File: config.mk
export PLATFORM = sky130hd
export DESIGN_NAME = seq_arith_right_shifter_flat
export DESIGN_NICKNAME = d
export VERILOG_FILES = /design/src/rtl/seq_arith_right_shifter_pkg.sv /design/src/rtl/seq_arith_right_shifter_if.sv /design/src/rtl/seq_arith_right_shifter_asr1_step.sv /design/src/rtl/seq_arith_right_shifter.sv /design/src/flat_wrapper.sv
export SDC_FILE = /design/constraint.sdc
export NUM_CORES = 1
export LEC_CHECK = 0
export BUFFER_PORTS_ARGS = -buffer_cell sky130_fd_sc_hd__buf_4
export CAP_MARGIN = 20
export CORE_ASPECT_RATIO = 1.2
export CORE_MARGIN = 3
export CORE_UTILIZATION = 35
export CTS_CLUSTER_SIZE = 40
export DETAILED_ROUTE_END_ITERATION = 10
export GPL_ROUTABILITY_DRIVEN = 0
export PLACE_DENSITY = 0.59
export SLEW_MARGIN = 20
export SYNTH_ARGS = -nofsm -noshare
export SYNTH_HDL_FRONTEND = slang
export SYNTH_SLANG_ARGS = --single-unit
File: constraint.sdc
create_clock -name clk -period 4.7 [get_ports clk]
set_input_delay 0.94 -clock clk [delete_from_list [all_inputs] [get_ports clk]]
set_output_delay 0.94 -clock clk [all_outputs]
set_load 0.03 [all_outputs]
File: src/rtl/seq_arith_right_shifter_pkg.sv
// Shared definitions for the sequential arithmetic right shifter:
// FSM state encoding and default parameter values.
package seq_arith_right_shifter_pkg;

    localparam int DEF_WIDTH   = 4;
    localparam int DEF_SHAMT_W = 3;

    typedef enum logic [1:0] {
        ST_IDLE  = 2'd0,
        ST_SHIFT = 2'd1,
        ST_DONE  = 2'd2
    } state_t;

endpackage

File: src/rtl/seq_arith_right_shifter_if.sv
// Producer/consumer handshake bundle for the shifter.
// Both sides use valid/ready: a beat transfers on a rising clock edge
// where valid and ready are both high; valid, once raised, holds its
// payload stable until that edge.
interface seq_arith_right_shifter_if
    import seq_arith_right_shifter_pkg::*;
#(
    parameter int WIDTH   = DEF_WIDTH,
    parameter int SHAMT_W = DEF_SHAMT_W
);
    logic               in_valid;
    logic               in_ready;
    logic [WIDTH-1:0]   in_data;
    logic [SHAMT_W-1:0] in_shamt;
    logic               out_valid;
    logic               out_ready;
    logic [WIDTH-1:0]   out_data;
    logic               out_sticky;

    // Environment side: produces operands, consumes results.
    modport master (
        output in_valid, in_data, in_shamt, out_ready,
        input  in_ready, out_valid, out_data, out_sticky
    );

    // Shifter side.
    modport slave (
        input  in_valid, in_data, in_shamt, out_ready,
        output in_ready, out_valid, out_data, out_sticky
    );
endinterface

File: src/rtl/seq_arith_right_shifter_asr1_step.sv
// One-bit arithmetic right shift step: sign bit replicated into the MSB,
// the bit falling off the LSB end reported separately for the sticky logic.
module seq_arith_right_shifter_asr1_step #(
    parameter int WIDTH = 4
) (
    input  logic [WIDTH-1:0] d,
    output logic [WIDTH-1:0] q,
    output logic             lsb_out
);
    assign q       = {d[WIDTH-1], d[WIDTH-1:1]};
    assign lsb_out = d[0];
endmodule

File: src/rtl/seq_arith_right_shifter.sv
// Multi-cycle arithmetic right shifter: one bit per clock with sign
// extension, plus a sticky bit that ORs together every bit shifted out.
// Shift counts at or above WIDTH still run the full count, so the result
// saturates to all sign bits.
module seq_arith_right_shifter
    import seq_arith_right_shifter_pkg::*;
#(
    parameter int WIDTH   = DEF_WIDTH,
    parameter int SHAMT_W = DEF_SHAMT_W
) (
    input  logic                        clk,
    input  logic                        rst_n,
    seq_arith_right_shifter_if.slave    bus,
    output state_t                      dbg_state
);
    state_t             state_q;
    logic [WIDTH-1:0]   data_q;
    logic [SHAMT_W-1:0] count_q;
    logic               sticky_q;

    logic [WIDTH-1:0]   step_q;
    logic               step_lsb;

    seq_arith_right_shifter_asr1_step #(.WIDTH(WIDTH)) u_step (
        .d       (data_q),
        .q       (step_q),
        .lsb_out (step_lsb)
    );

    // Handshake flags are pure decodes of the state register.
    assign bus.in_ready   = (state_q == ST_IDLE);
    assign bus.out_valid  = (state_q == ST_DONE);
    assign bus.out_data   = data_q;
    assign bus.out_sticky = sticky_q;
    assign dbg_state      = state_q;

    // Control FSM together with the data, count and sticky registers.
    always_ff @(posedge clk or negedge rst_n) begin
        if (!rst_n) begin
            state_q  <= ST_IDLE;
            data_q   <= '0;
            count_q  <= '0;
            sticky_q <= 1'b0;
        end else begin
            case (state_q)
                ST_IDLE: begin
                    if (bus.in_valid) begin
                        data_q   <= bus.in_data;
                        count_q  <= bus.in_shamt;
                        sticky_q <= 1'b0;
                        state_q  <= (bus.in_shamt != '0) ? ST_SHIFT : ST_DONE;
                    end
                end
                ST_SHIFT: begin
                    data_q   <= step_q;
                    sticky_q <= sticky_q | step_lsb;
                    count_q  <= count_q - SHAMT_W'(1);
                    if (count_q == SHAMT_W'(1)) begin
                        state_q <= ST_DONE;
                    end
                end
                ST_DONE: begin
                    // Result stays put until the consumer takes it; the
                    // data path is then cleared so IDLE never shows stale data.
                    if (bus.out_ready) begin
                        data_q   <= '0;
                        sticky_q <= 1'b0;
                        count_q  <= '0;
                        state_q  <= ST_IDLE;
                    end
                end
                default: begin
                    state_q <= ST_IDLE;
                end
            endcase
        end
    end
endmodule

File: src/flat_wrapper.sv
// flat-port wrapper written by rule: the top's interface ports become plain ports
module seq_arith_right_shifter_flat import seq_arith_right_shifter_pkg::*;
#(
    parameter int WIDTH   = DEF_WIDTH,
    parameter int SHAMT_W = DEF_SHAMT_W
)
  (clk, rst_n, dbg_state, bus_in_valid, bus_in_data, bus_in_shamt, bus_out_ready, bus_in_ready, bus_out_valid, bus_out_data, bus_out_sticky);
  seq_arith_right_shifter_if #(.WIDTH(WIDTH), .SHAMT_W(SHAMT_W)) bus_i ();
  input  logic clk;
  input  logic rst_n;
  output state_t dbg_state;
  input wire logic [$bits(bus_i.in_valid)-1:0] bus_in_valid;
  input wire logic [$bits(bus_i.in_data)-1:0] bus_in_data;
  input wire logic [$bits(bus_i.in_shamt)-1:0] bus_in_shamt;
  input wire logic [$bits(bus_i.out_ready)-1:0] bus_out_ready;
  output wire logic [$bits(bus_i.in_ready)-1:0] bus_in_ready;
  output wire logic [$bits(bus_i.out_valid)-1:0] bus_out_valid;
  output wire logic [$bits(bus_i.out_data)-1:0] bus_out_data;
  output wire logic [$bits(bus_i.out_sticky)-1:0] bus_out_sticky;
  assign bus_i.in_valid = bus_in_valid;
  assign bus_i.in_data = bus_in_data;
  assign bus_i.in_shamt = bus_in_shamt;
  assign bus_i.out_ready = bus_out_ready;
  assign bus_in_ready = bus_i.in_ready;
  assign bus_out_valid = bus_i.out_valid;
  assign bus_out_data = bus_i.out_data;
  assign bus_out_sticky = bus_i.out_sticky;
  seq_arith_right_shifter #(.WIDTH(WIDTH), .SHAMT_W(SHAMT_W)) u_core (.clk(clk), .rst_n(rst_n), .bus(bus_i), .dbg_state(dbg_state));
endmodule
==> results_dict.tcl <==
set metrics [dict create \
    setup_tns_ps 0 \
    finalNonFillerCells 110 \
    tightest_slew_ps 604 \
    layout_min_cycle_time_ps 2250 \
    post_cts_resized 0 \
    grt_pass1_vias 563 \
    layout.nets 110 \
    layout_common_cells "buf_4, dfrtp_1, inv_1, ha_1" \
    clock.fmax_mhz 444 \
    die_w_um 46.9 \
    wl_per_cell_um 13.7 \
    worstHoldPathType "input port to async pin" \
    first_pass_iters 4 \
    layout_commonest_cell "buf_4" \
    io_pins 20 \
    grt_antenna_before_repair 0 \
    clk_pin_slew_ps 70 \
    clk_latency_ps 270 \
    port_buffers 19 \
    cts_max_level 1 \
    setup_viol 0 \
    cts_setup_buffers 0 \
    clock_sinks 10 \
    grt.overflow.total 0 \
    dp.cells 107 \
    setup.worst_path.end_class "output pin" \
    rsz0062_at_grt "no" \
    cp.required_ps 3760 \
    post-route-period-util 0.479 \
    dp_hpwl_um 1170 \
    coreArea_mm2 0.00187 \
    initial_utilization 0.376 \
    drc 0 \
    drtAntennaViolNets 0 \
    ys_ff_latch 10 \
    synthesis.area_um2 703 \
    die_area_mm2 0.00259 \
    cts_root_buf "clkbuf_4" \
    diodes 0 \
    grt_pass1_wl_um 2440 \
    num_vias 613 \
    grt.total_usage 0.135 \
    synth_seq_area_share 0.356 \
    status "finished clean" \
    worstPathArrival_ps 1310 \
    cts_buffers 3 \
    avgSynthCellArea_um2 9.63 \
    power_density_mw_per_mm2 786 \
    netlist_instances 73 \
    grt_max_degree 16 \
    drive_gt1_frac 0.308 \
    max_slew_margin 0.597 \
    cts_buffer_depth 2 \
    syn2layout_area_growth_pct 22.8 \
    ys_warn_count 0 \
    row_count 17 \
    syn_nets 90 \
    startpoint_type "register" \
    fp.dieH_um 55.1 \
    drt_iter0_drc 4 \
    cts_hold_buf 0 \
    wirelength_um 1510 \
    drv_cap 0 \
    post_drt_via_cell_ratio 5.57 \
    crit_fanout 6 \
    fin_worst_skew_ps 12.1 \
    peakVddDrop_uv 398 \
    ys_types 30 \
    hold_viol 0 \
    worstSetupPathType "register to output pin" \
    leakagePower_nw 0.413 \
    slew_viol_final 0 \
    cts_tree "yes" \
]
-- worst paths after layout --
check / startpoint / end / slack, ps / cells past startpoint
max in group asynchronous: rst_n / u_core.bus.out_data[2]$_DFFE_PN0P_ / 4060 / 1
setup reg to reg: u_core.dbg_state[1]$_DFFE_PN0P_ / u_core.count_q[0]$_DFFE_PN0P_ / 2760 / 5
hold reg to reg: u_core.bus.out_sticky$_DFFE_PN0P_ / u_core.bus.out_sticky$_DFFE_PN0P_ / 520 / 2
min in group clk: u_core.bus.out_sticky$_DFFE_PN0P_ / u_core.bus.out_sticky$_DFFE_PN0P_ / 520 / 2
setup / recovery: u_core.dbg_state[0]$_DFFE_PN0P_ / bus_in_ready / 2450 / 3
hold / removal: rst_n / u_core.count_q[2]$_DFFE_PN0P_ / 480 / 1
-- layer usage --
layer,global-route usage,share of wire
met1,0.156,0.43
met2,0.231,0.49
met3,0.0583,0.071
met4,0.0276,0.0033
met5,0,0
-- sequential cells by signal, indices dropped and copies added, names as in the netlist --
| name | count |
|---|---|
| u_core.bus.out_data | 4 |
| u_core.bus.out_sticky | 1 |
| u_core.count_q | 3 |
| u_core.dbg_state | 2 |
-- power by group --
group	switching (mW)	internal, mW
Combinational	0.266	0.192
Clock	0.0279	0.0295
Sequential	0.0335	0.129
Total	0.328	0.351
-- cell type report --
type | instances | area, um^2
repair buffers | 19 | 143
well taps | 19 | 23.8
inverters | 6 | 22.5
clock buffers | 3 | 22.5
multi-input cells | 53 | 402
fillers | 197 | 1010
flip-flops and latches | 10 | 250
-- critical path, stage by stage (launching register included) --
cell and delay [ps]:
dfrtp_1 400, inv_1 110, ha_1 320, buf_4 220
-- cell usage after synthesis, drive strengths merged --
cell type	count	area share
o21ai	3	0.021
inv	6	0.032
o41ai	1	0.012
nor2	4	0.025
a211oi	1	0.018
buf	4	0.041
nand3	1	0.0071
mux2i	1	0.020
a21oi	5	0.036
ha	6	0.11
nor2b	5	0.044
nand3b	1	0.011
o22ai	1	0.0089
nor3	3	0.021
a211o	1	0.012
mux2	4	0.075
nand2	2	0.011
nand4b	1	0.012
a31oi	5	0.044
nor4	2	0.027
and2b	1	0.011
nand2b	4	0.036
dfrtp	10	0.36
a2bb2oi	1	0.012
-- metrics by stage --
step	total power, mW	hold slack [ps]	utilization	cell area (um^2)	worst slack (ps)
floorplan	0.513	486	-	703	2680
global placement	0.622	507	0.449	841	2570
detailed placement	0.626	512	0.449	841	2550
CTS	0.686	488	0.461	863	2440
global route	0.738	483	0.461	863	2350
finish	0.679	484	0.461	863	2450
-- kinds of logic (layout without fill, tap and decap cells) --
| logic type | after synthesis | in the layout | synth area share |
|---|---|---|---|
| and+or+nand+nor | 24 | 24 | 0.205 |
| AOI/OAI and AO/OA | 18 | 18 | 0.165 |
| DFF | 10 | 10 | 0.356 |
| buffers and inverters | 10 | 28 | 0.0730 |
| adders and majority gates | 6 | 6 | 0.107 |
| muxes | 5 | 5 | 0.0943 |
Power figures use the tool's default switching activity.
